==> config.mk <==
export PLATFORM = sky130hd
export DESIGN_NAME = serial_parity_rx
export DESIGN_NICKNAME = d
export VERILOG_FILES = /design/src/rtl/serial_parity_rx.sv
export SDC_FILE = /design/constraint.sdc
export NUM_CORES = 1
export LEC_CHECK = 0
export ABC_AREA = 1
export CAP_MARGIN = 20
export CORE_MARGIN = 1.5
export CORE_UTILIZATION = 40
export CTS_CLUSTER_SIZE = 24
export DETAILED_ROUTE_END_ITERATION = 7
export PLACE_DENSITY = 0.64
export SETUP_SLACK_MARGIN = 0.2
export SYNTH_ARGS = -nofsm -noshare
export SYNTH_HDL_FRONTEND = slang
export SYNTH_SLANG_ARGS = --single-unit
==> constraint.sdc <==
create_clock -name clk -period 1.8 [get_ports clk]
set_input_delay 0.18 -clock clk [delete_from_list [all_inputs] [get_ports clk]]
set_output_delay 0.18 -clock clk [all_outputs]
set_load 0.01 [all_outputs]
==> src/rtl/serial_parity_rx.sv <==
// serial_parity_rx
// ----------------
// Receives bit-serial frames of 9 bits: 8 data bits LSB-first, then one
// parity bit. Each completed frame is checked against the configured parity.
// The byte is then presented on a single-entry valid/ready output buffer with
// a parity error flag.
//
// Parameters
//   PARITY_ODD : 0 = even parity (XOR of data and parity bit is 0),
//                1 = odd parity  (XOR of data and parity bit is 1)
//
// Ports
//   clk        in   rising-edge clock, sole clock domain
//   rst_n      in   synchronous active-low reset
//   sin_valid  in   serial bit present on sin_data
//   sin_data   in   serial bit
//   sin_sof    in   current bit is bit 0 of a new frame
//   sin_ready  out  receiver accepts a bit this cycle (combinational)
//   dout       out  received byte
//   dout_valid out  dout/dout_perr hold a byte
//   dout_ready in   consumer accepts the byte on dout
//   dout_perr  out  parity mismatch for the byte on dout
//   sync_err   out  one-cycle pulse: stray bit in IDLE or frame aborted by sof
//   perr_cnt   out  saturating count of parity errors since reset

module serial_parity_rx #(
    parameter bit PARITY_ODD = 1'b0
) (
    input  logic       clk,
    input  logic       rst_n,
    input  logic       sin_valid,
    input  logic       sin_data,
    input  logic       sin_sof,
    output logic       sin_ready,
    output logic [7:0] dout,
    output logic       dout_valid,
    input  logic       dout_ready,
    output logic       dout_perr,
    output logic       sync_err,
    output logic [7:0] perr_cnt
);

    typedef enum logic [1:0] {
        IDLE   = 2'd0,
        DATA   = 2'd1,
        PARITY = 2'd2
    } state_t;

    state_t     state, state_n;
    logic [2:0] bidx, bidx_n;
    logic [7:0] shift, shift_n;
    logic       sync_err_n;
    logic       load;
    logic       perr;
    logic       accept;

    // Only the parity bit can refill the output buffer, so it is the only
    // bit that ever has to wait for the consumer.
    assign sin_ready = !(state == PARITY && dout_valid && !dout_ready);
    assign accept    = sin_valid && sin_ready;

    // Frame assembly: decides the next state, the shift register contents,
    // whether a sync error is flagged and whether a finished byte loads.
    always_comb begin
        state_n    = state;
        bidx_n     = bidx;
        shift_n    = shift;
        sync_err_n = 1'b0;
        load       = 1'b0;
        perr       = ((^shift) ^ sin_data) != PARITY_ODD;

        if (accept) begin
            if (sin_sof) begin
                // A start bit always begins a fresh frame; anything partial
                // is thrown away and reported.
                shift_n    = {7'd0, sin_data};
                bidx_n     = 3'd1;
                state_n    = DATA;
                sync_err_n = (state != IDLE);
            end else begin
                unique case (state)
                    IDLE: begin
                        sync_err_n = 1'b1;
                    end
                    DATA: begin
                        shift_n[bidx] = sin_data;
                        bidx_n        = bidx + 3'd1;
                        if (bidx == 3'd7) begin
                            state_n = PARITY;
                        end
                    end
                    PARITY: begin
                        load    = 1'b1;
                        bidx_n  = 3'd0;
                        state_n = IDLE;
                    end
                    default: begin
                        state_n = IDLE;
                    end
                endcase
            end
        end
    end

    // Receive-side state registers.
    always_ff @(posedge clk) begin
        if (!rst_n) begin
            state    <= IDLE;
            bidx     <= 3'd0;
            shift    <= 8'd0;
            sync_err <= 1'b0;
        end else begin
            state    <= state_n;
            bidx     <= bidx_n;
            shift    <= shift_n;
            sync_err <= sync_err_n;
        end
    end

    // Single-entry output buffer and parity error counter. A load in the same
    // cycle as a handshake wins, so valid stays high with the new byte.
    always_ff @(posedge clk) begin
        if (!rst_n) begin
            dout       <= 8'd0;
            dout_valid <= 1'b0;
            dout_perr  <= 1'b0;
            perr_cnt   <= 8'd0;
        end else if (load) begin
            dout       <= shift;
            dout_perr  <= perr;
            dout_valid <= 1'b1;
            if (perr && perr_cnt != 8'hFF) begin
                perr_cnt <= perr_cnt + 8'd1;
            end
        end else if (dout_valid && dout_ready) begin
            dout_valid <= 1'b0;
        end
    end

endmodule

Word level (Yosys, flattened, before mapping)
Index checks and enable logic that the tools add are counted.
{"block": "op_classes", "add_sub_neg": 2, "order_cmp": 2, "eq_ne": 6, "mux": 17, "bitwise": 1, "reduce_logical": 19}
{"op": "$mux W8", "n": 2}
{"op": "$add A8 B1 Y8 const B", "n": 1}
{"op": "$bwmux W8", "n": 1}
{"op": "$mux W1", "n": 8}
{"op": "$ne A8 B8 Y1 const B", "n": 1}
{"op": "$reduce_and A2 Y1", "n": 4}
{"op": "$reduce_xor A8 Y1", "n": 1}
{"op": "$logic_and A1 B1 Y1", "n": 6}
{"op": "$pmux W3 S2", "n": 1}
{"op": "$reduce_bool A2 Y1", "n": 3}
{"op": "$lt A3 B4 Y1 const B", "n": 1}
{"op": "$mux W2", "n": 2}
{"op": "$pmux W2 S2", "n": 1}
{"op": "$add A3 B1 Y3 const B", "n": 1}
{"op": "$demux W1 S3", "n": 1}
{"op": "$eq A3 B3 Y1 const B", "n": 1}
{"op": "$ge A3 B1 Y1 const B", "n": 1}
{"op": "$mux W3", "n": 1}
{"op": "$ne A3 B3 Y1 const B", "n": 1}
{"op": "$reduce_and A3 Y1", "n": 1}
{"op": "$reduce_bool A3 Y1", "n": 1}
{"op": "$eq A2 B1 Y1 const B", "n": 1}
{"op": "$eq A2 B2 Y1 const B", "n": 1}
{"op": "$logic_not A1 Y1", "n": 2}
{"op": "3 further kinds", "n": 3}
{"block": "word_totals", "register_bits": 32, "inputBits": 6, "out_inout_bits": 20, "word_cells": 55}

Depth between registers and ports, before layout
Gate-level depths: netlist of the first run.
{"block": "depth", "ltp_word": 7, "mapped_depth": 12, "depth_no_buf": 12}

Least setup slack after synthesis of the first run
No wires, ideal clock.
{"block": "synth_path", "path_type": "register to register", "start": "register state[0]", "end": "register perr_cnt[3]", "setup_ns": 0.115, "t_arrival_ns": 1.330, "required_time_ns": 1.685, "slack_ns": 0.355, "stages_incl_launch_ff": 10, "path_buffers": 0, "synth_period_minus_slack_ns": 1.445, "path_cell_list": "dfxtp_1 -> nor2_2 -> nand3_2 -> nand2_4 -> nor3_4 -> nand2_4 -> nor2_8 -> nand3_1 -> nand2_1 -> nor2_1"}
{"block": "synth_between", "elab_chain_len": 7, "elab_cells_between_ends": 9, "cone_classes": "eq/ne (1); mux (3); reduce/logical (5)"}
{"element": "from (decl)", "line": "49", "text": "state_t state, state_n;"}
{"element": "from (signal assigned)", "line": "113", "text": "state <= state_n;"}
{"element": "$eq A2 B2 Y1", "line": "59", "text": "assign sin_ready = !(state == PARITY && dout_valid && !dout_ready);"}
{"element": "$logic_and A1 B1 Y1 (2 in series)", "line": "59"}
{"element": "$logic_not A1 Y1", "line": "59"}
{"element": "net sin_ready", "line": "34", "text": "output logic sin_ready,"}
{"element": "$logic_and A1 B1 Y1", "line": "60", "text": "assign accept = sin_valid && sin_ready;"}
{"element": "$mux W1", "line": "72", "text": "if (accept) begin"}
{"element": "$reduce_and A2 Y1 (no line)"}
{"element": "to (signal assigned)", "line": "133", "text": "perr_cnt <= perr_cnt + 8'd1;"}
{"element": "to (decl)", "line": "40", "text": "output logic [7:0] perr_cnt"}
The timed path passes the listed nets, and every way through them passes these cells.
A chain may end at the register's enable or synchronous reset.

Worst setup path in the final report of the first run
{"block": "layout_path", "start": "register state[1]", "end": "register perr_cnt[4]"}
{"block": "layout_between", "elab_chain_len": 7, "elab_cells_between_ends": 9, "cone_classes": "eq/ne (1); mux (3); reduce/logical (5)"}
{"element": "$eq A2 B2 Y1 (*)", "line": "59, 81"}
{"element": "$logic_and A1 B1 Y1 (2 in series)", "line": "59"}
{"element": "$logic_not A1 Y1", "line": "59"}
{"element": "$logic_and A1 B1 Y1", "line": "60"}
{"element": "$mux W1 (*)", "line": "72"}
{"element": "$reduce_and A2 Y1 (no line) (*)"}
Every way passes the cells marked *; elsewhere a longest branch is shown, timed or not.

==> reports/qor.csv, run 1 <==
metric,value,unit
timing.final.crit_period,1.49,ns
pre_cts_ws,-0.0110,ns
met2_usage,0.277,
synth_fp_nets,250,
grt_pass1_vias,1386,
portBuffers,25,
yosysTopAreaCell,dfxtp_1,
clkPwrFrac,0.375,
p_leak,0.872,nW
reg2reg_from,state[1],
setup_viol,0,
synthTopCellsByArea,"dfxtp_1 39%, nand2_1 12%, a21oi_1 7.5%",
drv_slew,0,
ys_ff_latch,32,
synthDistinctLibCells,28,
place_inst,315,
endpoint_kind,register,
synth_cells,240,
initial_core_util,0.415,
num_rows,23,
crit_type,reg -> reg,
grt_util_met3,0.0400,
synth_most_common_cell,nand2_1,
drt_iter0_markers,110,
irDropWorstVdd,0.415,mV
gr-total-overflow,0,
dieArea,4550,µm²
final_cells,324,
routedWlPerCell,11.0,µm
grt_util_all_layers,0.179,
grt_pass1_wl,6130,µm
p_sw_frac,0.264,
p_int,1.13,mW
fmax,671,MHz
numCtsBuffers,5,
place_hpwl,2580,µm
powerDensity,721,nW/µm²
total_power,1.53,mW
drc_errors,0,
drv_cap,0,
setup_slack,0.310,ns
pin_count,26,
placed_area,1980,µm²
clk_pin_slew_worst_paths,0.07,ns
hp-start,dout_perr,
critPathLaunch,state[1],
required,1.99,ns
min_period_over_period,0.828,
busiest_layer,met2,
hold_class,reg -> reg,
routed_wl,3580,µm
arrival,1.68,ns
start_kind,register,
gp_congestion,0.781,
crit_path_max_fanout,9,
fill_cells,406,
core_area,4000,µm²
dieWidth,67.4,µm
yosysTopAreaCellShare,0.386,
max_slew.worst_pin.slew,0.432,ns
yosysSeqAreaShare,0.386,
ys.flop_type,dfxtp_1,
antenna_found_initial,0,
slew-limit-headroom,0.712,
vias,1613,
rsz0062_at_grt,no,
vias_per_cell,4.98,
design_area,2130,µm²
yosys-top-cells-count,"55 x nand2_1, 32 x dfxtp_1, 27 x nor2_1, 25 x a21oi_1, 25 x inv_1",
syn-cell-area,1660,µm²
syn_area_per_cell,6.92,µm²
clockBufferDepth,2,
synth-edff-count,0,
finalNetCount,283,
clk_latency,0.29,ns
first_pass_iters,4,
status,completed,
yosys_warnings,0,
clock_skew,0.00544,ns
drive_gt1_frac,0.128,
root_buffer,clkbuf_8,
final_antenna_net_count,0,
hold_viol_final,0,
cts_tree,yes,
reg2reg_slack,0.31,ns
p_sw,405,µW
finalSetupTns,0,ns
cts_sinks,32,
syn2layout_area_growth,28.1,%
diodes,0,
htreeDepth,2,
use_met1,0.233,
die_y,67.4,µm
combPwrFrac,0.131,
async_flop_share,0,
grt_max_degree,20,
pwr-share-seq,0.494,
[layer usage]
layer	up-vias	wire length, µm
met4	0	81
met2	32	1530
met1	717	1800
met3	8	161
met5	-	0
li1	856	-
[area by class of cell]
class | instances | area (µm²) | area share
clock buffers | 8 | 90.1 | 0.0424
inverters | 28 | 105 | 0.0494
multi-input cells | 175 | 918 | 0.432
flip-flops and latches | 32 | 644 | 0.303
well taps | 50 | 62.6 | 0.0294
repair buffers | 31 | 307 | 0.144
[worst paths after layout]
check           endpoint  cells past startpoint
max          perr_cnt[4]                     11
max reg2reg  perr_cnt[4]                     11
min            dout_perr                      2
min reg2reg    dout_perr                      2
[critical path, cell delays in order (launching register included)]
cell and delay, ns:
dfxtp_2 0.33, inv_2 0.06, nor2_2 0.05, nand3_2 0.08, nand2_4 0.08, nor3_4 0.21, buf_12 0.15, nand2_4 0.06
nor2_8 0.17, nand3_1 0.09, nand2_1 0.06, nor2_1 0.04
[metrics by stage]
stage	utilization	hold slack [ns]
2_1_floorplan	-	0.350
4_1_cts	0.518	0.474
3_5_place_dp	0.496	0.464
6_report	0.532	0.482
5_1_grt	0.532	0.501
3_3_place_gp	0.496	0.457
[timing repair]
item / in CTS / in global routing
gates cloned: 0 / 0
setup buffers: 0 / 1
pin swaps: 0 / 2
hold buffers: 0 / 0
gates resized for setup: 1 / 15
endpoints found under the setup margin: 1 / 18
[power groups by stage]
stage / Sequential, mW / Clock [mW] / Combinational (mW)
after CTS: 0.756 / 0.588 / 0.193
after global routing: 0.761 / 0.623 / 0.228
after global placement: 0.772 / 0 / 0.190
after detailed placement: 0.772 / 0 / 0.191
after floorplan: 0.772 / 0 / 0.124
final: 0.757 / 0.575 / 0.200
[state kept, by name (all words and copies together), names as in the netlist]
| name | flops |
|---|---|
| dout | 8 |
| perr_cnt | 8 |
| shift | 8 |
| bidx | 3 |
| state | 2 |
| dout_perr | 1 |
| dout_valid | 1 |
| sync_err | 1 |
[logic make-up after synthesis]
group           after synthesis  synth area share
flops                        32             0.386
simple gates                118             0.329
fa+ha+maj                     4            0.0301
compound gates               50             0.160
buf+inv                      33            0.0799
xor+xnor                      3            0.0158
[layout by cell type (no fill, tap or decap), types with 4 or more instances in the layout]
cell	n
nand2_1	54
dfxtp_1	29
nor2_1	27
a21oi_1	25
inv_1	24
clkdlybuf4s50_1	24
o21ai_0	16
nand3_1	13
nor3_1	9
clkbuf_8	6
buf_4	5
inv_2	4
Note: power is estimated with default switching activity, not from simulation.
==> run 2, diff against run 1 <==
--- a/config.mk
+++ b/config.mk
@@ -11,7 +11,7 @@
 export CORE_UTILIZATION = 40
 export CTS_CLUSTER_SIZE = 24
 export DETAILED_ROUTE_END_ITERATION = 7
-export PLACE_DENSITY = 0.64
+export PLACE_DENSITY = 0.67
 export SETUP_SLACK_MARGIN = 0.2
 export SYNTH_ARGS = -nofsm -noshare
 export SYNTH_HDL_FRONTEND = slang
==> constraint.sdc (replaced) <==
create_clock -name clk -period 1.25 [get_ports clk]
set_input_delay 0.125 -clock clk [delete_from_list [all_inputs] [get_ports clk]]
set_output_delay 0.125 -clock clk [all_outputs]
set_load 0.01 [all_outputs]
==> reports/qor.csv, run 2 (synthesis results as in run 1) <==
metric,value,unit,change
status,finished with violations,,was completed
violations,negative setup slack,,
clk_latency,0.29,ns,about the same
max_slew.worst_pin.slew,0.484,ns,was 0.432 ns
drive_gt1_frac,0.541,,was 0.128
routed_wl,4990,µm,was 3580 µm
clockBufferDepth,2,,unchanged
routedWlPerCell,13.5,µm,was 11.0 µm
min_period_over_period,1.14,,was 0.828
setup_slack,-0.175,ns,was 0.310 ns
busiest_layer,met2,,unchanged
crit_path_max_fanout,6,,was 9
cp.buffers_inverters,5,,was 2
cp_common_cell,buf_6,,was nand2_4
grt_util_met3,0.0450,,was 0.0400
met2_usage,0.375,,was 0.277
place_hpwl,2780,µm,was 2580 µm
grt_util_all_layers,0.222,,was 0.179
dieArea,4550,µm²,unchanged
hold_class,in -> reg,,was reg -> reg
cts_sinks,32,,unchanged
final_antenna_net_count,0,,unchanged
portBuffers,25,,unchanged
utilization,0.716,,was 0.532
p_leak,1.23,nW,was 0.872 nW
min_path_cells,3,,was 2
fill_cells,285,,was 406
slew-limit-headroom,0.677,,was 0.712
irDropWorstVdd,0.868,mV,was 0.415 mV
final_cell_mix,"40 x nand2_1, 40 x buf_4, 20 x nor2_1, 19 x dfxtp_2, 18 x inv_1",,"was 54 x nand2_1, 29 x dfxtp_1, 27 x nor2_1, 25 x a21oi_1"
dieWidth,67.4,µm,unchanged
gr-total-overflow,0,,unchanged
finalNetCount,329,,was 283
vias,1865,,"was 1,613"
grt_max_degree,20,,unchanged
root_buffer,clkbuf_8,,unchanged
arrival,1.61,ns,was 1.68 ns
numCtsBuffers,5,,unchanged
start_kind,register,,unchanged
antenna_found_initial,0,,unchanged
critical-path-max-stage-delay,0.32,ns,was 0.33 ns
r2r-end,dout[2],,was perr_cnt[4]
syn2layout_area_growth,72.4,%,was 28.1%
endpoint_kind,register,,unchanged
grt_pass1_vias,1825,,"was 1,386"
cts_tree,yes,,unchanged
clock_skew,0.00586,ns,was 0.00544 ns
fmax,702,MHz,was 671 MHz
required,1.43,ns,was 1.99 ns
vias_per_cell,5.04,,was 4.98
hold_buffers,0,,unchanged
critPathTopFamily,buffers and inverters,,was simple AND/OR/NAND/NOR gates
hold_viol_final,0,,unchanged
whs,0.446,ns,was 0.482 ns
crit_slowest_cell,dfxtp_2,,unchanged
r2r.worst_path.cells,10,,was 11
drt_iter0_markers,105,,was 110
drv_cap,0,,unchanged
pin_count,26,,unchanged
rsz0062_at_grt,yes,,was no
initial_core_util,0.415,,unchanged
clk_pin_slew_worst_paths,0.06,ns,was 0.07 ns
reg2reg_slack,-0.17,ns,was 0.31 ns
drv_slew,0,,unchanged
timing.final.crit_period,1.42,ns,was 1.49 ns
drc_errors,0,,unchanged
use_met1,0.277,,was 0.233
gp_congestion,0.788,,was 0.781
min_to,state[0],,was dout_perr
die_y,67.4,µm,unchanged
reg2reg_from,state[1],,unchanged
core_area,4000,µm²,unchanged
hp-start,sin_sof,,was dout_perr
htreeDepth,2,,unchanged
crit_type,reg -> reg,,unchanged
diodes,0,,unchanged
num_rows,23,,unchanged
setup_viol,30,,was 0
crit_chain,"inv_2, nor2_4, nand3_4, nand2_4, nor3_4, buf_12, buf_8, buf_6, buf_6, a21oi_2",,"was inv_2, nor2_2, nand3_2, nand2_4, nor3_4, buf_12, nand2_4, nor2_8, nand3_1, nand2_1, nor2_1"
first_pass_iters,4,,unchanged
powerDensity,873,nW/µm²,was 721 nW/µm²
largestRegisters,"dout (8), perr_cnt (8), shift (8)",,unchanged
grt_pass1_wl,7750,µm,was 6130 µm
[run 2: cell type report]
cell class / instances / area [µm²] / share of cell area
tap: 50 / 62.6 / 0.0219
sequential: 32 / 664 / 0.232
multi-input combinational: 176 / 1270 / 0.443
timing repair buffer: 76 / 659 / 0.230
inverter: 28 / 118 / 0.0411
clock buffer: 8 / 90.1 / 0.0315
[run 2: worst register-to-register path, stage by stage (launching register included)]
cell and delay [ns]:
dfxtp_2 0.32, inv_2 0.07, nor2_4 0.04, nand3_4 0.06
nand2_4 0.07, nor3_4 0.20, buf_12 0.16, buf_8 0.12
buf_6 0.13, buf_6 0.10, a21oi_2 0.04
[run 2: worst max-delay path by stage]
stage,start,to,slack (ns),cells after the start
after detailed placement,sin_sof,state[0],-0.44,7
after global routing,state[1],perr_cnt[6],-0.26,10
after global placement,dout_ready,perr_cnt[2],-0.37,11
after floorplan,state[1],perr_cnt[3],-0.16,9
final,state[1],dout[2],-0.17,10
after CTS,state[1],bidx[1],-0.14,10
[run 2: power by group]
group	total (mW)	internal, mW	switching (mW)
clock	0.841	0.449	0.392
sequential	1.09	1.06	0.0280
combinational	0.571	0.256	0.315
[run 2: timing repair]
item	4_1_cts	5_1_grt
endpoints found under the setup margin	52	38
hold endpoints to repair	0	0
gates cloned	1	0
pin swaps	30	19
setup buffers	5	5
gates resized for setup	107	62
[run 2: layer usage]
metal  vias to the layer above  share of wire
li1                        947              -
met1                       867           0.43
met2                        38           0.50
met3                        13          0.043
met4                         0          0.026
met5                         -              0
[run 2: per-stage QoR]
| stage | instances | area, µm² | power [mW] | setup TNS [ns] | setup slack, ns |
|---|---|---|---|---|---|
| final | 370 | 2860 | 2.50 | -3.53 | -0.175 |
| after global routing | 370 | 2860 | 2.61 | -5.80 | -0.257 |
| after CTS | 365 | 2630 | 2.40 | -2.97 | -0.141 |
| after detailed placement | 351 | 2360 | 1.49 | -10.49 | -0.444 |
| after global placement | 351 | 2360 | 1.49 | -9.43 | -0.371 |
| after floorplan | 240 | 1730 | 1.32 | -1.65 | -0.164 |
==> run 3, diff against run 2 <==
--- a/config.mk
+++ b/config.mk
@@ -13,6 +13,7 @@
 export DETAILED_ROUTE_END_ITERATION = 7
 export PLACE_DENSITY = 0.67
 export SETUP_SLACK_MARGIN = 0.2
+export SKIP_CTS_REPAIR_TIMING = 1
 export SYNTH_ARGS = -nofsm -noshare
 export SYNTH_HDL_FRONTEND = slang
 export SYNTH_SLANG_ARGS = --single-unit
==> reports/qor.csv, run 3 (synthesis results as in run 1) <==
metric,value,unit,change
status,finished with violations,,unchanged
violations,negative setup slack,,unchanged
clk_latency,0.28,ns,was 0.29 ns
routedWlPerCell,13.6,µm,was 13.5 µm
first_pass_iters,4,,unchanged
crit_path_max_fanout,4,,was 6
num_rows,23,,unchanged
root_buffer,clkbuf_8,,unchanged
dieWidth,67.4,µm,unchanged
antenna_found_initial,0,,unchanged
arrival,1.69,ns,was 1.61 ns
max_slew.worst_pin.slew,0.419,ns,was 0.484 ns
initial_core_util,0.415,,unchanged
finalNetCount,330,,was 329
p_leak,1.47,nW,was 1.23 nW
reg2reg_from,state[1],,unchanged
vias_per_cell,5.05,,was 5.04
setup_slack,-0.261,ns,was -0.175 ns
grt_max_degree,20,,unchanged
irDropWorstVdd,0.863,mV,was 0.868 mV
final_common_cell,nand2_1,,
htreeDepth,2,,unchanged
cts_sinks,32,,unchanged
fmax,662,MHz,was 702 MHz
timing.final.crit_period,1.51,ns,was 1.42 ns
numCtsBuffers,5,,unchanged
min_period_over_period,1.21,,was 1.14
crit_chain,"inv_2, nor2_4, nand3_4, nand2_4, nor3_4, buf_4, clkbuf_16, buf_4, o21ai_1, a21oi_2",,"was inv_2, nor2_4, nand3_4, nand2_4, nor3_4, buf_12, buf_8, buf_6, buf_6, a21oi_2"
rsz0062_at_grt,yes,,unchanged
grt_pass1_vias,1624,,"was 1,825"
grt_pass1_wl,6780,µm,was 7750 µm
drv_cap,0,,unchanged
die_y,67.4,µm,unchanged
start_kind,register,,unchanged
hp-start,sin_sof,,unchanged
place_hpwl,2780,µm,unchanged
critical-path-max-stage-delay,0.34,ns,was 0.32 ns
vias,1872,,"was 1,865"
hold_viol_final,0,,unchanged
final_cell_mix,"46 x nand2_1, 39 x buf_4, 21 x nor2_1, 19 x inv_1",,"was 40 x nand2_1, 40 x buf_4, 20 x nor2_1, 19 x dfxtp_2, 18 x inv_1"
powerDensity,858,nW/µm²,was 873 nW/µm²
core_area,4000,µm²,unchanged
slew-limit-headroom,0.720,,was 0.677
drt_iter0_markers,109,,was 105
pin_count,26,,unchanged
clockBufferDepth,2,,unchanged
routed_wl,5050,µm,was 4990 µm
clock_skew,0.00580,ns,was 0.00586 ns
dieArea,4550,µm²,unchanged
grt_util_all_layers,0.196,,was 0.222
critPathLaunch,state[1],,unchanged
cts_tree,yes,,unchanged
clk_pin_slew_worst_paths,0.07,ns,was 0.06 ns
largestRegisters,"dout (8), perr_cnt (8), shift (8)",,unchanged
total_power,2.48,mW,was 2.50 mW
gr-total-overflow,0,,unchanged
crit_type,reg -> reg,,unchanged
diodes,0,,unchanged
drive_gt1_frac,0.470,,was 0.541
drv_slew,0,,unchanged
syn2layout_area_growth,74.2,%,was 72.4%
gp_congestion,0.788,,unchanged
pre_cts_ws,-0.444,ns,unchanged
final_antenna_net_count,0,,unchanged
setup_viol,31,,was 30
cp_common_cell,buf_4,,was buf_6
drc_errors,0,,unchanged
crit_slowest_cell,dfxtp_2,,unchanged
portBuffers,25,,unchanged
hold_class,in -> reg,,unchanged
required,1.43,ns,about the same
endpoint_kind,register,,unchanged
[run 3: changes by cell type in the layout (fill, tap and decap cells not counted), sizes merged]
cell | previous run | this run
clkinv | 0 | 1
dlygate4sd2 | 8 | 0
dlymetal6s2s | 0 | 16
inv | 28 | 27
clkdlybuf4s15 | 3 | 0
buf | 58 | 52
clkbuf | 11 | 13
[run 3: report_power, final]
group / leakage [nW] / total (mW) / switching, mW / internal, mW
logic: 1.15 / 0.567 / 0.307 / 0.260
clock network: 0.0455 / 0.829 / 0.380 / 0.449
registers: 0.268 / 1.09 / 0.0280 / 1.06
[run 3: worst paths after layout]
path | to | cells after the start | slack (ns)
worst max-delay path | dout[1] | 10 | -0.26
worst min-delay path | state[0] | 3 | 0.34
worst max register to register | dout[1] | 10 | -0.26
worst min register to register | shift[3] | 2 | 0.47
[run 3: area by class of cell]
cell class                      instances  area (µm²)
Tap cell                               50        62.6
Clock buffer                            8        90.1
Timing Repair Buffer                   77         753
Fill cell                             292        1110
Inverter                               28         125
Sequential cell                        32         664
Multi-Input combinational cell        176        1200
[run 3: worst max-delay path, delay by kind of cell, from the launching register on]
| kind | cells | cell delay, ns |
|---|---|---|
| compound gates | 2 | 0.20 |
| buf+inv | 4 | 0.47 |
| flops | 1 | 0.34 |
| simple gates | 4 | 0.38 |
[run 3: per-layer routing]
layer | up-vias | wire (µm) | GRT usage
li1 | 951 | - | -
met1 | 868 | 2210 | 0.255
met2 | 42 | 2550 | 0.308
met3 | 11 | 203 | 0.0633
met4 | 0 | 92 | 0.0612
met5 | - | 0 | 0
[run 3: metrics by stage]
step	hold WS, ns	util	cells	instance area (µm²)	TNS [ns]
2_1_floorplan	0.296	-	240	1730	-1.65
3_3_place_gp	0.456	0.590	351	2360	-9.43
3_5_place_dp	0.467	0.590	351	2360	-10.49
4_1_cts	0.477	0.612	359	2450	-5.62
5_1_grt	0.348	0.723	371	2890	-8.32
6_report	0.339	0.723	371	2890	-5.65
